**src/rtl/imm_gen_pkg.sv**
```systemverilog
// Shared opcodes and immediate-format encoding for the decode-stage immediate generator.
package imm_gen_pkg;

  typedef enum logic [2:0] {
    FMT_NONE = 3'd0,
    FMT_I    = 3'd1,
    FMT_S    = 3'd2,
    FMT_B    = 3'd3,
    FMT_U    = 3'd4,
    FMT_J    = 3'd5,
    FMT_Z    = 3'd6
  } imm_fmt_e;

  localparam logic [6:0] OP_JAL      = 7'b1101111;
  localparam logic [6:0] OP_BRANCH   = 7'b1100011;
  localparam logic [6:0] OP_STORE    = 7'b0100011;
  localparam logic [6:0] OP_LUI      = 7'b0110111;
  localparam logic [6:0] OP_AUIPC    = 7'b0010111;
  localparam logic [6:0] OP_JALR     = 7'b1100111;
  localparam logic [6:0] OP_LOAD     = 7'b0000011;
  localparam logic [6:0] OP_OP_IMM   = 7'b0010011;
  localparam logic [6:0] OP_OP_IMM32 = 7'b0011011;
  localparam logic [6:0] OP_OP       = 7'b0110011;
  localparam logic [6:0] OP_OP32     = 7'b0111011;
  localparam logic [6:0] OP_FENCE    = 7'b0001111;
  localparam logic [6:0] OP_SYSTEM   = 7'b1110011;

endpackage

```
**src/rtl/imm_gen_core.sv**
```systemverilog
// Combinational instruction-format classifier and immediate extractor.
module imm_gen_core
  import imm_gen_pkg::*;
#(
  parameter int XLEN        = 32,
  parameter bit ENABLE_ZIMM = 1'b1
) (
  input  logic [31:0]     instr_i,
  output logic [XLEN-1:0] imm_o,
  output imm_fmt_e        fmt_o,
  output logic            illegal_o
);

  logic [6:0]  opcode;
  logic [20:0] j_raw;
  logic [12:0] b_raw;
  logic [11:0] s_raw;
  logic [11:0] i_raw;
  logic [31:0] u_raw;
  logic        is_rv64;

  assign opcode  = instr_i[6:0];
  assign is_rv64 = (XLEN == 64);
  assign j_raw   = {instr_i[31], instr_i[19:12], instr_i[20], instr_i[30:21], 1'b0};
  assign b_raw   = {instr_i[31], instr_i[7], instr_i[30:25], instr_i[11:8], 1'b0};
  assign s_raw   = {instr_i[31:25], instr_i[11:7]};
  assign i_raw   = instr_i[31:20];
  assign u_raw   = {instr_i[31:12], 12'b0};

  // Decode opcode into format, sign/zero-extended immediate and illegal flag
  always_comb begin
    imm_o     = '0;
    fmt_o     = FMT_NONE;
    illegal_o = 1'b0;
    if (instr_i[1:0] != 2'b11) begin
      illegal_o = 1'b1;
    end else begin
      unique case (opcode)
        OP_JAL: begin
          fmt_o = FMT_J;
          imm_o = XLEN'($signed(j_raw));
        end
        OP_BRANCH: begin
          fmt_o = FMT_B;
          imm_o = XLEN'($signed(b_raw));
        end
        OP_STORE: begin
          fmt_o = FMT_S;
          imm_o = XLEN'($signed(s_raw));
        end
        OP_LUI, OP_AUIPC: begin
          fmt_o = FMT_U;
          imm_o = XLEN'($signed(u_raw));
        end
        OP_JALR, OP_LOAD, OP_OP_IMM: begin
          fmt_o = FMT_I;
          imm_o = XLEN'($signed(i_raw));
        end
        OP_OP_IMM32: begin
          if (is_rv64) begin
            fmt_o = FMT_I;
            imm_o = XLEN'($signed(i_raw));
          end else begin
            illegal_o = 1'b1;
          end
        end
        OP_SYSTEM: begin
          // CSR-immediate forms carry a 5-bit unsigned zimm in the rs1 field
          if (ENABLE_ZIMM && instr_i[14]) begin
            fmt_o = FMT_Z;
            imm_o = XLEN'(instr_i[19:15]);
          end
        end
        OP_OP, OP_FENCE: ;
        OP_OP32: illegal_o = !is_rv64;
        default: illegal_o = 1'b1;
      endcase
    end
  end

endmodule

```
**src/rtl/imm_gen_pipe.sv**
```systemverilog
// Registered immediate generator stage with a 2-entry skid buffer and flush.
module imm_gen_pipe
  import imm_gen_pkg::*;
#(
  parameter int XLEN        = 32,
  parameter bit ENABLE_ZIMM = 1'b1
) (
  input  logic            clk,
  input  logic            rst_n,
  input  logic            flush_i,
  input  logic            in_valid_i,
  output logic            in_ready_o,
  input  logic [31:0]     in_instr_i,
  input  logic [XLEN-1:0] in_pc_i,
  output logic            out_valid_o,
  input  logic            out_ready_i,
  output logic [XLEN-1:0] out_imm_o,
  output imm_fmt_e        out_fmt_o,
  output logic            out_illegal_o,
  output logic [31:0]     out_instr_o,
  output logic [XLEN-1:0] out_pc_o
);

  if (XLEN != 32 && XLEN != 64) begin : g_bad_xlen
    $error("imm_gen_pipe: XLEN must be 32 or 64");
  end

  typedef struct packed {
    logic [XLEN-1:0] imm;
    imm_fmt_e        fmt;
    logic            illegal;
    logic [31:0]     instr;
    logic [XLEN-1:0] pc;
  } beat_t;

  beat_t main_q, main_d, skid_q, skid_d, new_beat;
  logic  main_vld_q, main_vld_d, skid_vld_q, skid_vld_d;
  logic  in_xfer, out_xfer;

  imm_gen_core #(
    .XLEN        (XLEN),
    .ENABLE_ZIMM (ENABLE_ZIMM)
  ) u_core (
    .instr_i   (in_instr_i),
    .imm_o     (new_beat.imm),
    .fmt_o     (new_beat.fmt),
    .illegal_o (new_beat.illegal)
  );

  assign new_beat.instr = in_instr_i;
  assign new_beat.pc    = in_pc_i;

  // Ready depends only on registered skid occupancy, never on out_ready_i
  assign in_ready_o = !skid_vld_q;
  assign in_xfer    = in_valid_i && in_ready_o;
  assign out_xfer   = main_vld_q && out_ready_i;

  // Skid-buffer next state: refill main from skid first, else from input; flush wins
  always_comb begin
    main_d     = main_q;
    skid_d     = skid_q;
    main_vld_d = main_vld_q;
    skid_vld_d = skid_vld_q;
    if (flush_i) begin
      main_vld_d = 1'b0;
      skid_vld_d = 1'b0;
    end else if (!main_vld_q || out_xfer) begin
      // skid can only be occupied while main is, and then in_ready is low
      if (skid_vld_q) begin
        main_d     = skid_q;
        main_vld_d = 1'b1;
        skid_vld_d = 1'b0;
      end else if (in_xfer) begin
        main_d     = new_beat;
        main_vld_d = 1'b1;
      end else begin
        main_vld_d = 1'b0;
      end
    end else if (in_xfer) begin
      skid_d     = new_beat;
      skid_vld_d = 1'b1;
    end
  end

  // State registers; async reset clears valids and payload
  always_ff @(posedge clk or negedge rst_n) begin
    if (!rst_n) begin
      main_q     <= '0;
      skid_q     <= '0;
      main_vld_q <= 1'b0;
      skid_vld_q <= 1'b0;
    end else begin
      main_q     <= main_d;
      skid_q     <= skid_d;
      main_vld_q <= main_vld_d;
      skid_vld_q <= skid_vld_d;
    end
  end

  assign out_valid_o   = main_vld_q;
  assign out_imm_o     = main_q.imm;
  assign out_fmt_o     = main_q.fmt;
  assign out_illegal_o = main_q.illegal;
  assign out_instr_o   = main_q.instr;
  assign out_pc_o      = main_q.pc;

endmodule

```
**config.mk**
```make
export PLATFORM = sky130hd
export DESIGN_NAME = imm_gen_pipe
export DESIGN_NICKNAME = d
export VERILOG_FILES = /design/src/rtl/imm_gen_pkg.sv /design/src/rtl/imm_gen_core.sv /design/src/rtl/imm_gen_pipe.sv
export SDC_FILE = /design/constraint.sdc
export NUM_CORES = 1
export LEC_CHECK = 0
export ABC_AREA = 1
export BUFFER_PORTS_ARGS = -buffer_cell sky130_fd_sc_hd__clkbuf_2
export CAP_MARGIN = 30
export CORE_MARGIN = 2
export CORE_UTILIZATION = 56
export DETAILED_ROUTE_END_ITERATION = 7
export GPL_ROUTABILITY_DRIVEN = 0
export PLACE_DENSITY = 0.8
export SYNTH_ARGS = -nofsm -noshare
export SYNTH_HDL_FRONTEND = slang
export SYNTH_SLANG_ARGS = --single-unit
```
**constraint.sdc**
```tcl
create_clock -name clk -period 1.7 [get_ports clk]
set_input_delay 0.17 -clock clk [delete_from_list [all_inputs] [get_ports clk]]
set_output_delay 0.17 -clock clk [all_outputs]
set_load 0.03 [all_outputs]
```
==> summary.md <==
| Metric | Value |
|---|---|
| R2R Path End | skid_q[81] |
| Clock slew at reported path FFs | 0.06 ns |
| RSZ-0062 raised after global routing | yes |
| H-tree depth | 1 |
| DRT antenna net count | 0 |
| Slowest-stage cell, CP | dfrtp_2 |
| Clock sink count | 202 |
| Standard-cell row count | 47 |
| Synthesized area per cell | 7.83 µm² |
| CP Cell Sequence | inv_2 > nor2_2 > inv_2 > or2_4 > nor3_4 > buf_12 > buf_12 > clkbuf_16 > nand2_1 > o21ai_0 |
| Maxcap violations | 0 |
| Largest net degree at the start of global routing | 130 |
| Design Power | 0.0140 W |
| Max-slew headroom | 68.6% |
| CTS tree | built |
| Share of cells above drive strength 1 | 25.1% |
| R2R Setup Slk | -0.04 ns |
| Ports | 171 |
| Post-DP HPWL | 15500 µm |
| Post-synth top cells | nand2_1, dfrtp_1, o21ai_0, inv_1, o21ai_1 |
| Synth Flop Type | dfrtp_1 |
| Synthesized instance count | 1189 |
| Outcome | finished with violations |
| Leakage | 6.95 nW |
| Area grow syn2layout | 35.2% |
| Largest fanout on the critical path | 7 |
| Peak per-stage delay on the critical path | 0.36 ns |
| Detailed-route via count | 9439 |
| Violations in the final reports | negative setup slack |
| Post-synth top area cell | dfrtp_1 |
| Hold_ws | 0.0107 ns |
| Critical Path Start | out_valid_o |
| Global Route Usage Sum | 28.9% |
| Peak supply drop | 0.764 mV |
| Routed wire length | 29700 µm |
| Fin nets | 1491 |
| Full die area | 0.0177 mm² |
| Origin of the critical flop-to-flop path | out_valid_o |
| Grt total ovfl | 0 |
| Initial antenna violation count | 0 |
| Final Max Tran Viols | 0 |
| Per-cell routed wire length | 17.9 µm |
| Most numerous cell in the Yosys netlist | nand2_1 |
| Max Clock Freq | 575 MHz |
| Post-Syn Area | 0.00931 mm² |
| R2R depth | 10 |
| Dpl cells | 1535 |
| Diode count | 0 |
| Synth cell types | 22 |
| CP Class | flop to flop |
| Fin util | 76.7% |
| Syn_nets | 1258 |
| Cts bufs inserted | 21 |
| Main area contributors after synthesis | dfrtp_1, nand2_1, o21ai_0, inv_1, o21ai_1 |
| Clock buffer depth | 3 |
| Vias in the first global route | 8479 |
| Post-synthesis sequential area ratio | 54.3% |
| Area of the core | 0.0164 mm² |
| Port bufs | 170 |
| YS warnings | 0 |
| Number of synthesized register bits | 202 |
| Residual DRC count | 0 |
| Final Hold Viols | 0 |
| Pre-CTS setup slack | 0.0617 ns |
| Drt pass-1 iters | 6 |
| Die extent in x | 133 µm |
| Non-Filler Instances | 1657 |
| CP endpoint kind | flop |
| Initial Util | 56.7% |
| Hold Path Class | primary input to flop |
| DR vias/cell | 5.70 |
| Async S/R FF share, synth | 100% |
| Crit start category | flop |
| Clock Root Buffer | clkbuf_16 |
| Setup WS post-layout | -0.0388 ns |
| Setup crit end | skid_q[81] |
| Power Dens Cells | 1110 mW/mm² |
| Die extent in y | 133 µm |
| Crit path time final | 1.74 ns |
| Number of flops mapped to enable cells by yosys | 0 |
| DRT iter0 DRCs | 1117 |
| Arr. time, crit path | 2.15 ns |
| Global-route wire length before repair | 41700 µm |
| Setup violations, final | 20 |
| Post-Route Skew | 0.00617 ns |
| Tcrit/Tclk final | 102% |
| Worst Path Required | 2.12 ns |
| Worst-skew pair later-pin latency | 0.50 ns |
| Post-synth top area share | 54.3% |
| Slew of the pin with the lowest slew margin | 0.471 ns |
==> per-stage QoR <==
step	TNS, ns	area (µm²)
after floorplan	0	9310
after global placement	0	10500
after detailed placement	0	10500
after CTS	0	11700
after global routing	-5.27	12600
final	-0.251	12600
==> area by class of cell <==
type,count,area (µm²)
Sequential cell,202,5060
Fill cell,1069,3830
Multi-Input combinational cell,791,3760
Timing Repair Buffer,283,2300
Clock buffer,27,588
Inverter,122,470
Tap cell,220,275
Clock inverter,11,115
Timing Repair inverter,1,11.3
==> worst max-delay path, delay by kind of cell, from the launching register on <==
kind	cells	cell delay, ns
flops	1	0.36
simple gates	4	0.65
compound gates	1	0.08
buf+inv	5	0.55
==> per-layer routing <==
| layer | vias up | routed length, µm | global-route usage, % | part of all wire [%] |
|---|---|---|---|---|
| met5 | - | 0 | 0 | 0 |
| met4 | 0 | 1330 | 11.4 | 4.5 |
| met3 | 125 | 2440 | 4.52 | 8.2 |
| met2 | 547 | 14100 | 46.6 | 47 |
| met1 | 4494 | 11800 | 39.6 | 40 |
| li1 | 4273 | - | - | - |
==> cell families (layout without fill, tap and decap cells) <==
| kind of cell | after synthesis | after routing | share of synthesized area (%) |
|---|---|---|---|
| AOI/OAI and AO/OA | 283 | 283 | 15.3 |
| buffers and inverters | 196 | 444 | 8.44 |
| DFF | 202 | 202 | 54.3 |
| and+or+nand+nor | 508 | 508 | 22.0 |
==> power breakdown <==
group	switching [W]	internal, W	total [W]
clock network	0.00197	0.00276	0.00473
logic	0.00199	0.00104	0.00303
registers	0.000509	0.00573	0.00624
==> placed cells by master, fill, tap and decap left out, types with 9 or more instances in the layout <==
cell,netlist,layout
inv_1,120,115
nand2_2,1,25
nor2_1,32,31
nand3_1,60,57
nand2_1,396,369
buf_4,5,24
dlygate4sd3_1,0,53
nand4_1,11,11
clkbuf_2,0,168
buf_6,1,9
clkbuf_16,0,32
o21ai_1,77,54
o21ai_0,158,139
a21oi_1,47,42
o21ai_2,0,42
dfrtp_1,202,200
==> worst min-delay path by stage <==
stage,startpoint,end,depth (start not counted)
finish,in_instr_i[28],skid_q[76],3
global placement,rst_n,skid_q[28],1
CTS,in_instr_i[29],skid_q[77],3
detailed placement,rst_n,skid_q[28],1
global route,in_instr_i[30],skid_q[78],3
floorplan,rst_n,out_fmt_o[0],0
==> registers in the layout, indices dropped and copies added (netlist names) <==
| signal | cells |
|---|---|
| out_valid_o | 1 |
| out_illegal_o | 1 |
| skid_q | 100 |
| out_fmt_o | 3 |
| out_instr_o | 32 |
| out_pc_o | 32 |
| skid_vld_q | 1 |
| out_imm_o | 32 |
==> repair_timing <==
action,4_1_cts,5_1_grt
setup endpoints to repair,1,119
resized for setup,3,121
hold buffers,51,2
buffers inserted,0,7
pin swaps,0,7
gates cloned,1,23
endpoints found under the hold margin,93,2
Power figures use the tool's default switching activity.
